===== config.mk =====
export PLATFORM = sky130hd
export DESIGN_NAME = cp0_mmu_timer_flat
export DESIGN_NICKNAME = d
export VERILOG_FILES = /design/src/rtl/cp0_mmu_timer_if.sv /design/src/rtl/cp0_mmu_timer.sv /design/src/flat_wrapper.sv
export SDC_FILE = /design/constraint.sdc
export NUM_CORES = 1
export LEC_CHECK = 0
export ABC_AREA = 1
export CAP_MARGIN = 15
export CORE_MARGIN = 2
export CORE_UTILIZATION = 45
export CTS_CLUSTER_DIAMETER = 30
export DETAILED_ROUTE_END_ITERATION = 16
export GPL_ROUTABILITY_DRIVEN = 0
export PLACE_DENSITY_LB_ADDON = 0.15
export SLEW_MARGIN = 20
export SYNTH_ARGS = -nofsm -noshare
export SYNTH_HDL_FRONTEND = slang
export SYNTH_SLANG_ARGS = --single-unit

===== constraint.sdc =====
create_clock -name clk -period 4.5 [get_ports clk]
set_clock_uncertainty 0.05 [all_clocks]
set_input_delay 0.675 -clock clk [delete_from_list [all_inputs] [get_ports clk]]
set_output_delay 0.675 -clock clk [all_outputs]
set_load 0.01 [all_outputs]

===== src/rtl/cp0_mmu_timer_if.sv =====
// MFC0/MTC0 register access bus between the execute/commit stage and CP0.
// The core drives the read address and the write strobe/address/data, and
// CP0 returns combinational read data.
interface cp0_mmu_timer_if;
  logic [7:0]  raddr;
  logic [31:0] rdata;
  logic        wen;
  logic [7:0]  waddr;
  logic [31:0] wdata;

  modport master (output raddr, wen, waddr, wdata, input rdata);
  modport slave  (input raddr, wen, waddr, wdata, output rdata);
endinterface


===== src/rtl/cp0_mmu_timer.sv =====
// Coprocessor-0: exception state, prescaled Count/Compare timer interrupt,
// Wired-bounded Random, and the TLB-facing Index/EntryHi/EntryLo registers.
// Register addresses are {rd[4:0], sel[2:0]}. Same-cycle update priority,
// lowest to highest, is MTC0, TLBR/TLBP, ERET, exception commit. It is
// realised by ordering the non-blocking assignments so the later one wins.
module cp0_mmu_timer #(
  parameter int          TLB_ENTRIES = 16,
  parameter int          COUNT_DIV   = 2,
  parameter logic [31:0] PRID_VALUE  = 32'h00018000,
  parameter logic [2:0]  K0_RESET    = 3'd3,
  localparam int         IW          = $clog2(TLB_ENTRIES)
) (
  input  logic                 clk,
  input  logic                 rst,
  cp0_mmu_timer_if.slave       bus,
  input  logic [5:0]           hint,
  input  logic                 exp_en,
  input  logic                 exp_badvaddr_en,
  input  logic [31:0]          exp_badvaddr,
  input  logic                 exp_bd,
  input  logic [4:0]           exp_code,
  input  logic [31:0]          exp_epc,
  input  logic                 eret,
  input  logic                 tlbr,
  input  logic                 tlbp,
  input  logic                 tlbwr,
  input  logic                 miss_probe,
  input  logic [IW-1:0]        matched_index_probe,
  input  logic [85:0]          cp0_tlb_conf_in,
  output logic [85:0]          cp0_tlb_conf_out,
  output logic [IW-1:0]        cp0_index,
  output logic [IW-1:0]        cp0_random,
  output logic [7:0]           curr_ASID,
  output logic                 user_mode,
  output logic                 cp0_kseg0_uncached,
  output logic [31:0]          epc_address,
  output logic                 allow_interrupt,
  output logic [7:0]           interrupt_flag,
  output logic                 timer_int
);

  localparam logic [7:0] A_INDEX    = 8'h00;
  localparam logic [7:0] A_RANDOM   = 8'h08;
  localparam logic [7:0] A_ENTRYLO0 = 8'h10;
  localparam logic [7:0] A_ENTRYLO1 = 8'h18;
  localparam logic [7:0] A_WIRED    = 8'h30;
  localparam logic [7:0] A_BADVADDR = 8'h40;
  localparam logic [7:0] A_COUNT    = 8'h48;
  localparam logic [7:0] A_ENTRYHI  = 8'h50;
  localparam logic [7:0] A_COMPARE  = 8'h58;
  localparam logic [7:0] A_STATUS   = 8'h60;
  localparam logic [7:0] A_CAUSE    = 8'h68;
  localparam logic [7:0] A_EPC      = 8'h70;
  localparam logic [7:0] A_PRID     = 8'h78;
  localparam logic [7:0] A_CONFIG   = 8'h80;

  localparam int            PW         = (COUNT_DIV > 1) ? $clog2(COUNT_DIV) : 1;
  localparam logic [PW-1:0] PRESC_LAST = PW'(COUNT_DIV - 1);
  localparam logic [IW-1:0] RAND_TOP   = IW'(TLB_ENTRIES - 1);

  // Timer state
  logic [31:0]   count_reg, count_next;
  logic [PW-1:0] presc_reg, presc_next;
  logic [31:0]   compare_reg;
  logic          ti_reg, ti_next;
  logic          count_wr, compare_wr, count_tick;

  // Random / Wired
  logic [IW-1:0] random_reg, random_next;
  logic [IW-1:0] wired_reg;
  logic          wired_wr;

  // TLB interface registers
  logic          index_p_reg;
  logic [IW-1:0] index_reg;
  logic [18:0]   vpn2_reg;
  logic [7:0]    asid_reg;
  logic [29:0]   lo0_reg, lo1_reg;

  // Status fields
  logic          bev_reg, um_reg, erl_reg, exl_reg, ie_reg;
  logic [7:0]    im_reg;

  // Cause fields
  logic          bd_reg;
  logic [4:0]    exccode_reg;
  logic [1:0]    ip_sw_reg;
  logic [5:0]    ip_hw_reg;

  logic [31:0]   epc_reg, badvaddr_reg;
  logic [2:0]    k0_reg;
  logic [7:0]    ip_all;

  // TLBWR needs no CP0 action: Random free-runs regardless.
  logic          unused_tlbwr;
  assign unused_tlbwr = tlbwr;

  // Count prescaling, timer set/clear decision and Random successor
  always_comb begin
    count_wr    = bus.wen && (bus.waddr == A_COUNT);
    compare_wr  = bus.wen && (bus.waddr == A_COMPARE);
    wired_wr    = bus.wen && (bus.waddr == A_WIRED);
    count_tick  = !count_wr && (presc_reg == PRESC_LAST);
    count_next  = count_reg;
    presc_next  = presc_reg + 1'b1;
    if (count_wr) begin
      count_next = bus.wdata;
      presc_next = '0;
    end else if (count_tick) begin
      count_next = count_reg + 32'd1;
      presc_next = '0;
    end
    // Compare write clears the interrupt even if the match fires this cycle
    ti_next = ti_reg;
    if (compare_wr)
      ti_next = 1'b0;
    else if (count_tick && (count_next == compare_reg))
      ti_next = 1'b1;
    random_next = random_reg - 1'b1;
    if ((random_reg == wired_reg) || (random_reg == '0))
      random_next = RAND_TOP;
  end

  // Count, prescaler, Compare and the timer interrupt flag
  always_ff @(posedge clk) begin
    if (rst) begin
      count_reg   <= '0;
      presc_reg   <= '0;
      compare_reg <= '0;
      ti_reg      <= 1'b0;
    end else begin
      count_reg <= count_next;
      presc_reg <= presc_next;
      ti_reg    <= ti_next;
      if (compare_wr)
        compare_reg <= bus.wdata;
    end
  end

  // Random decrements toward Wired and reloads at the top of the TLB
  always_ff @(posedge clk) begin
    if (rst) begin
      random_reg <= RAND_TOP;
      wired_reg  <= '0;
    end else if (wired_wr) begin
      wired_reg  <= bus.wdata[IW-1:0];
      random_reg <= RAND_TOP;
    end else begin
      random_reg <= random_next;
    end
  end

  // Reset-initialised architectural registers, layered by update priority
  always_ff @(posedge clk) begin
    if (rst) begin
      index_p_reg <= 1'b0;
      index_reg   <= '0;
      vpn2_reg    <= '0;
      asid_reg    <= '0;
      bev_reg     <= 1'b1;
      im_reg      <= '0;
      um_reg      <= 1'b0;
      erl_reg     <= 1'b1;
      exl_reg     <= 1'b0;
      ie_reg      <= 1'b0;
      bd_reg      <= 1'b0;
      exccode_reg <= '0;
      ip_sw_reg   <= '0;
      ip_hw_reg   <= '0;
      k0_reg      <= K0_RESET;
    end else begin
      if (bus.wen) begin
        case (bus.waddr)
          A_INDEX:   index_reg <= bus.wdata[IW-1:0];
          A_ENTRYHI: begin
            vpn2_reg <= bus.wdata[31:13];
            asid_reg <= bus.wdata[7:0];
          end
          A_STATUS:  begin
            bev_reg <= bus.wdata[22];
            im_reg  <= bus.wdata[15:8];
            um_reg  <= bus.wdata[4];
            erl_reg <= bus.wdata[2];
            exl_reg <= bus.wdata[1];
            ie_reg  <= bus.wdata[0];
          end
          A_CAUSE:   ip_sw_reg <= bus.wdata[9:8];
          A_CONFIG:  k0_reg    <= bus.wdata[2:0];
          default:   ;
        endcase
      end
      if (tlbr) begin
        vpn2_reg <= cp0_tlb_conf_in[85:67];
        asid_reg <= cp0_tlb_conf_in[65:58];
      end
      if (tlbp) begin
        index_reg   <= matched_index_probe;
        index_p_reg <= miss_probe;
      end
      if (eret) begin
        if (erl_reg) erl_reg <= 1'b0;
        else         exl_reg <= 1'b0;
      end
      if (exp_en) begin
        if (!exl_reg) bd_reg <= exp_bd;
        exl_reg     <= 1'b1;
        exccode_reg <= exp_code;
      end
      // IP7 follows the timer flag of this same edge so both rise together
      ip_hw_reg <= {hint[5] | ti_next, hint[4:0]};
    end
  end

  // Registers without reset: EntryLo pair, EPC and BadVAddr
  always_ff @(posedge clk) begin
    if (bus.wen) begin
      case (bus.waddr)
        A_ENTRYLO0: lo0_reg <= bus.wdata[29:0];
        A_ENTRYLO1: lo1_reg <= bus.wdata[29:0];
        A_EPC:      epc_reg <= bus.wdata;
        default:    ;
      endcase
    end
    if (tlbr) begin
      lo0_reg <= {cp0_tlb_conf_in[57:29], cp0_tlb_conf_in[66]};
      lo1_reg <= {cp0_tlb_conf_in[28:0],  cp0_tlb_conf_in[66]};
    end
    if (exp_en) begin
      if (!exl_reg)        epc_reg      <= exp_epc;
      if (exp_badvaddr_en) badvaddr_reg <= exp_badvaddr;
    end
  end

  // MFC0 read mux on pre-edge state
  always_comb begin
    bus.rdata = '0;
    case (bus.raddr)
      A_INDEX:    bus.rdata = {index_p_reg, {(31-IW){1'b0}}, index_reg};
      A_RANDOM:   bus.rdata = {{(32-IW){1'b0}}, random_reg};
      A_ENTRYLO0: bus.rdata = {2'b00, lo0_reg};
      A_ENTRYLO1: bus.rdata = {2'b00, lo1_reg};
      A_WIRED:    bus.rdata = {{(32-IW){1'b0}}, wired_reg};
      A_BADVADDR: bus.rdata = badvaddr_reg;
      A_COUNT:    bus.rdata = count_reg;
      A_ENTRYHI:  bus.rdata = {vpn2_reg, 5'b0, asid_reg};
      A_COMPARE:  bus.rdata = compare_reg;
      A_STATUS:   bus.rdata = {9'b0, bev_reg, 6'b0, im_reg, 3'b0, um_reg,
                               1'b0, erl_reg, exl_reg, ie_reg};
      A_CAUSE:    bus.rdata = {bd_reg, ti_reg, 14'b0, ip_hw_reg, ip_sw_reg,
                               1'b0, exccode_reg, 2'b00};
      A_EPC:      bus.rdata = epc_reg;
      A_PRID:     bus.rdata = PRID_VALUE;
      A_CONFIG:   bus.rdata = {1'b1, 28'b0, k0_reg};
      default:    bus.rdata = '0;
    endcase
  end

  assign ip_all = {ip_hw_reg, ip_sw_reg};

  // Pending-and-enabled interrupt lines, one per IP bit
  for (genvar gi = 0; gi < 8; gi++) begin : g_int_flag
    assign interrupt_flag[gi] = im_reg[gi] & ip_all[gi];
  end

  assign cp0_tlb_conf_out   = {vpn2_reg, lo0_reg[0] & lo1_reg[0], asid_reg,
                               lo0_reg[29:1], lo1_reg[29:1]};
  assign cp0_index          = index_reg;
  assign cp0_random         = random_reg;
  assign curr_ASID          = asid_reg;
  assign user_mode          = um_reg & ~exl_reg & ~erl_reg;
  assign cp0_kseg0_uncached = (k0_reg == 3'd2);
  assign epc_address        = epc_reg;
  assign allow_interrupt    = ie_reg & ~exl_reg & ~erl_reg;
  assign timer_int          = ti_reg;

endmodule


===== src/flat_wrapper.sv =====
// flat-port wrapper written by rule: the top's interface ports become plain ports
module cp0_mmu_timer_flat 
#(
  parameter int          TLB_ENTRIES = 16,
  parameter int          COUNT_DIV   = 2,
  parameter logic [31:0] PRID_VALUE  = 32'h00018000,
  parameter logic [2:0]  K0_RESET    = 3'd3,
  localparam int         IW          = $clog2(TLB_ENTRIES)
)
  (clk, rst, hint, exp_en, exp_badvaddr_en, exp_badvaddr, exp_bd, exp_code, exp_epc, eret, tlbr, tlbp, tlbwr, miss_probe, matched_index_probe, cp0_tlb_conf_in, cp0_tlb_conf_out, cp0_index, cp0_random, curr_ASID, user_mode, cp0_kseg0_uncached, epc_address, allow_interrupt, interrupt_flag, timer_int, bus_raddr, bus_wen, bus_waddr, bus_wdata, bus_rdata);
  cp0_mmu_timer_if bus_i ();
  input  logic clk;
  input  logic rst;
  input  logic [5:0] hint;
  input  logic exp_en;
  input  logic exp_badvaddr_en;
  input  logic [31:0] exp_badvaddr;
  input  logic exp_bd;
  input  logic [4:0] exp_code;
  input  logic [31:0] exp_epc;
  input  logic eret;
  input  logic tlbr;
  input  logic tlbp;
  input  logic tlbwr;
  input  logic miss_probe;
  input  logic [IW-1:0] matched_index_probe;
  input  logic [85:0] cp0_tlb_conf_in;
  output logic [85:0] cp0_tlb_conf_out;
  output logic [IW-1:0] cp0_index;
  output logic [IW-1:0] cp0_random;
  output logic [7:0] curr_ASID;
  output logic user_mode;
  output logic cp0_kseg0_uncached;
  output logic [31:0] epc_address;
  output logic allow_interrupt;
  output logic [7:0] interrupt_flag;
  output logic timer_int;
  input wire logic [$bits(bus_i.raddr)-1:0] bus_raddr;
  input wire logic [$bits(bus_i.wen)-1:0] bus_wen;
  input wire logic [$bits(bus_i.waddr)-1:0] bus_waddr;
  input wire logic [$bits(bus_i.wdata)-1:0] bus_wdata;
  output wire logic [$bits(bus_i.rdata)-1:0] bus_rdata;
  assign bus_i.raddr = bus_raddr;
  assign bus_i.wen = bus_wen;
  assign bus_i.waddr = bus_waddr;
  assign bus_i.wdata = bus_wdata;
  assign bus_rdata = bus_i.rdata;
  cp0_mmu_timer #(.TLB_ENTRIES(TLB_ENTRIES), .COUNT_DIV(COUNT_DIV), .PRID_VALUE(PRID_VALUE), .K0_RESET(K0_RESET)) u_core (.clk(clk), .rst(rst), .bus(bus_i), .hint(hint), .exp_en(exp_en), .exp_badvaddr_en(exp_badvaddr_en), .exp_badvaddr(exp_badvaddr), .exp_bd(exp_bd), .exp_code(exp_code), .exp_epc(exp_epc), .eret(eret), .tlbr(tlbr), .tlbp(tlbp), .tlbwr(tlbwr), .miss_probe(miss_probe), .matched_index_probe(matched_index_probe), .cp0_tlb_conf_in(cp0_tlb_conf_in), .cp0_tlb_conf_out(cp0_tlb_conf_out), .cp0_index(cp0_index), .cp0_random(cp0_random), .curr_ASID(curr_ASID), .user_mode(user_mode), .cp0_kseg0_uncached(cp0_kseg0_uncached), .epc_address(epc_address), .allow_interrupt(allow_interrupt), .interrupt_flag(interrupt_flag), .timer_int(timer_int));
endmodule

======== Yosys cells after proc, flatten, opt, wreduce, memory -nomap -nowiden ========
Cells that the tools add are included.
W data, S select, Z words.
storage, ports and cells
  flip-flop bits (word level) ............. 260
  bits of input ports ..................... 224
  output and inout bits ................... 178
  word-level logic and storage cells ...... 130
cells by class
  $add $sub $neg .......................... 3
  equal/unequal tests ..................... 26
  muxes and demuxes ....................... 33
  bitwise operators ....................... 16
  reduce and logical (&&, ||, !) cells .... 27
operators by type and width
  kind                     number
  $pmux W32 S14            1
  $mux W32                 6
  $mux W30                 6
  $eq A8 B7 Y1 const B     14
  $mux W19                 3
  $add A32 B1 Y32 const B  1
  $eq A32 B32 Y1           1
  $eq A8 B5 Y1 const B     4
  $mux W8                  3
  $reduce_and A2 Y1        9
  $eq A8 B6 Y1 const B     2
  $eq A8 B8 Y1 const B     2
  $logic_not A8 Y1         2
  $and A1 B1 Y1            13
  $mux W4                  3
  $reduce_bool A2 Y1       6
  $mux W1                  11
  $eq A8 B4 Y1 const B     1
  $reduce_or A3 Y1         2
  $logic_and A1 B1 Y1      5
  $eq A4 B4 Y1             1
  $logic_not A4 Y1         1
  $sub A4 B1 Y4 const B    1
  $eq A3 B2 Y1 const B     1
  5 further kinds          6

======== Logic depth before layout (Yosys ltp) ========
  depth after elaboration ................. 11
  mapped depth ............................ 20
  depth with buffers taken out ............ 20

======== Worst setup path before layout ========
No wires, ideal clock.
  path kind ............................... input to register
  start ................................... input bus_waddr[2]
  end ..................................... register u_core.lo1_reg[0] (enable)
  setup time .............................. 459 ps
  arrival ................................. 3251 ps
  required time ........................... 3991 ps
  setup slack ............................. 740 ps
  stages .................................. 5
  buffers on the path ..................... 0
  cell sequence ........................... inv_1 > nand2_1 > nor2_4 > nand2_1 > o21ai_0
on the way
  longest elaborated chain between the ends .. 3
ends and longest elaborated chain
  what                          RTL line              RTL
  start, declared               flat_wrapper.sv:40    input wire logic [$bits(bus_i.waddr)-1:0] bus_waddr;
  $eq A8 B5 Y1                  cp0_mmu_timer.sv:217  case (bus.waddr)
  $reduce_bool A2 Y1 (no line)  n/a
  $reduce_and A2 Y1 (no line)   n/a
  end signal, assigned          cp0_mmu_timer.sv:219  A_ENTRYLO1: lo1_reg <= bus.wdata[29:0];
  end signal, assigned          cp0_mmu_timer.sv:226  lo1_reg <= {cp0_tlb_conf_in[28:0], cp0_tlb_conf_in[66]};
  end, declared                 cp0_mmu_timer.sv:78   logic [29:0] lo0_reg, lo1_reg;
No other way between the ends.
A chain may end at the register's enable or synchronous reset.

======== Final worst setup path ========
  start ................................... input bus_raddr[5]
  end ..................................... output bus_rdata[28]
on the way
  longest elaborated chain between the ends .. 2
ends and longest elaborated chain
  what                                        RTL line              RTL
  start, declared                             flat_wrapper.sv:38    input wire logic [$bits(bus_i.raddr)-1:0] bus_raddr;
  $eq A8 B8 Y1, or another cell as far along  cp0_mmu_timer.sv:237  case (bus.raddr)
  $pmux W32 S14 (*)                           cp0_mmu_timer.sv:237
  end, declared                               flat_wrapper.sv:42    output wire logic [$bits(bus_i.rdata)-1:0] bus_rdata;
Every way passes the cells marked *; elsewhere a longest branch is shown, timed or not.

==> flow_summary.json <==
{
  "cts-buffers-inserted": 61,
  "cp_slowest_cell": "a221oi_1",
  "syn_inst": 1901,
  "cts_num_sinks": 260,
  "drive_gt1_frac": 0.0857,
  "yosys.cell_count.top_type": "nand2_1",
  "p_sw_frac": 0.240,
  "antenna_found_initial": 10,
  "status": "finished, final reports clean",
  "cts_root_buf": "clkbuf_16",
  "clock_latency_ns": 0.57,
  "netSwitchingPower_mw": 2.02,
  "synthesis.nets": 2127,
  "critPathMaxFanout": 19,
  "avgSynthCellArea_um2": 7.33,
  "async_flop_share": 0,
  "hold_viol": 0,
  "yosys.area.top_type": "dfxtp_1",
  "drc_errors": 0,
  "core-area_mm2": 0.0305,
  "clk_pin_slew_ns": 0.05,
  "grt_first_pass_wirelength_mm": 90.0,
  "cts_resized": 0,
  "yosysSeqAreaShare": 0.440,
  "crit_family": "buffers and inverters",
  "maxCapViolations": 0,
  "crit_required_ns": 3.77,
  "pwr-share-clk": 0.569,
  "drt-pass1-iter-count": 8,
  "drtAntennaViolNets": 0,
  "routed_wl_mm": 61.0,
  "synthToLayoutAreaGrowth_pct": 45.3,
  "synth_top_flop_cell": "dfxtp_1",
  "hpwl_mm": 45.3,
  "final_nets": 2485,
  "holdWs_ns": 0.405,
  "fp.dieW_um": 180,
  "cts_tree": "built",
  "internal_power_mw": 6.40,
  "arrival_ns": 3.54,
  "syn-cell-area_mm2": 0.0139,
  "end_kind": "primary output",
  "initial_utilization": 0.457,
  "fill_cells": 2598,
  "ys_top_cells_by_area": "dfxtp_1, edfxtp_1, nand2_1",
  "drt_iter0_markers": 2060,
  "crit_buf_inv": 6,
  "io_pins": 402,
  "irDropWorstVdd_mv": 0.310,
  "postCtsHoldBufs": 0,
  "wl_per_cell_um": 22.5,
  "pwr-share-seq": 0.324,
  "grt_max_degree": 90,
  "grt_pass1_vias": 14700,
  "track_usage": 0.363,
  "leakage_nw": 8.37,
  "cts.htree.levels": 2,
  "slew_violations": 0,
  "cp-start-kind": "primary input",
  "die_h_um": 180,
  "slew_headroom": 0.281,
  "fmax_mhz": 234,
  "period_share": 0.948,
  "fin_tns_setup_ns": 0,
  "yosysWarnings": 0,
  "period_needed_ns": 4.26,
  "tightest_slew_ns": 1.08,
  "rows": 64,
  "cts_setup_buffers": 0,
  "synth_top_area_frac": 0.241,
  "port_buffers": 400,
  "p_comb_frac": 0.107,
  "synth_top_cells_by_count": "nand2_1, inv_1, nor2_1, dfxtp_1, o21ai_0",
  "cpMostUsedCell": "inv_1",
  "vias": 15500,
  "critical_path.cell_chain": "clkdlybuf4s50_1 > nor2_1 > inv_1 > nor2_1 > inv_1 > nor2_2 > inv_1 > buf_4 > o21ai_0 > a221oi_1 > nand4_1 > clkdlybuf4s50_1",
  "via_per_inst": 5.71,
  "clock_path_buffers": 3,
  "synth_edf_count": 92,
  "critical_path_class": "primary input to primary output",
  "die-area_mm2": 0.0324,
  "synth_cell_types": 49,
  "rsz0062_at_grt": "false",
  "overflow": 0,
  "slowest_delay_ns": 0.68,
  "yosys_register_bits": 260,
  "hold_class": "flop to flop",
  "setup_viol": 0,
  "pwr_density_cell_mw_per_mm2": 415
}
[worst paths after layout]
path	from	end	slack, ns	depth (start not counted)
worst max-delay path	bus_raddr[5]	bus_rdata[28]	0.24	12
worst min-delay path	u_core.cp0_random[0]	u_core.cp0_random[0]	0.41	1
worst max register to register	u_core.presc_reg	u_core.ip_hw_reg[5]	1.42	17
worst min register to register	u_core.cp0_random[0]	u_core.cp0_random[0]	0.41	1
[layer usage]
metal  GRT usage  wire length [um]  part of all wire
met4       0.160              2460             0.040
met3      0.0930              7970              0.13
met5           0                12           0.00020
met1       0.484             23300              0.38
met2       0.557             27200              0.45
[power groups by stage]
stage | registers, mW | logic [mW] | clock network, mW
after detailed placement | 2.76 | 0.881 | 0
after global routing | 2.73 | 0.954 | 4.93
after CTS | 2.72 | 0.889 | 4.80
final | 2.72 | 0.899 | 4.79
after global placement | 2.75 | 0.870 | 0
after floorplan | 2.74 | 0.362 | 0
[metrics by stage]
stage | power, mW | utilization | instance area (um2) | setup WS [ns] | instances
after floorplan | 3.10 | - | 13900 | 0.740 | 1901
after global placement | 3.62 | 0.589 | 18000 | 0.388 | 2592
after detailed placement | 3.64 | 0.589 | 18000 | 0.385 | 2592
after CTS | 8.40 | 0.663 | 20200 | 0.367 | 2706
after global routing | 8.61 | 0.664 | 20200 | 0.169 | 2714
final | 8.41 | 0.664 | 20300 | 0.235 | 2715
[layout make-up]
| type | instances | area (um2) | area share |
|---|---|---|---|
| Clock buffer | 76 | 1700 | 0.0838 |
| Antenna cell | 9 | 22.5 | 0.00111 |
| Multi-Input combinational cell | 1265 | 6160 | 0.304 |
| Clock inverter | 38 | 546 | 0.0269 |
| Sequential cell | 260 | 6130 | 0.303 |
| Tap cell | 396 | 495 | 0.0245 |
| Timing Repair Buffer | 444 | 4350 | 0.215 |
| Inverter | 227 | 853 | 0.0421 |
[cell families (layout without fill, tap and decap cells)]
kind of cell               Yosys count  count (layout)  synth area share
adders and majority gates            2               2           0.00180
AOI/OAI and AO/OA                  340             340             0.154
xor gates and xnor gates             9               9           0.00566
DFF                                260             260             0.440
buffers and inverters              376             785             0.123
other                                0               9                 0
and+or+nand+nor                    914             914             0.277
[placed cells by master, fill, tap and decap left out, types with 64 or more instances in the layout]
cell,instances
nand2_1,555
nor2_1,164
nand3_1,100
inv_1,218
dfxtp_1,168
clkdlybuf4s50_1,398
o21ai_0,108
clkbuf_16,64
a21oi_1,75
edfxtp_1,92
No activity file was read; power rests on OpenSTA's default activity.
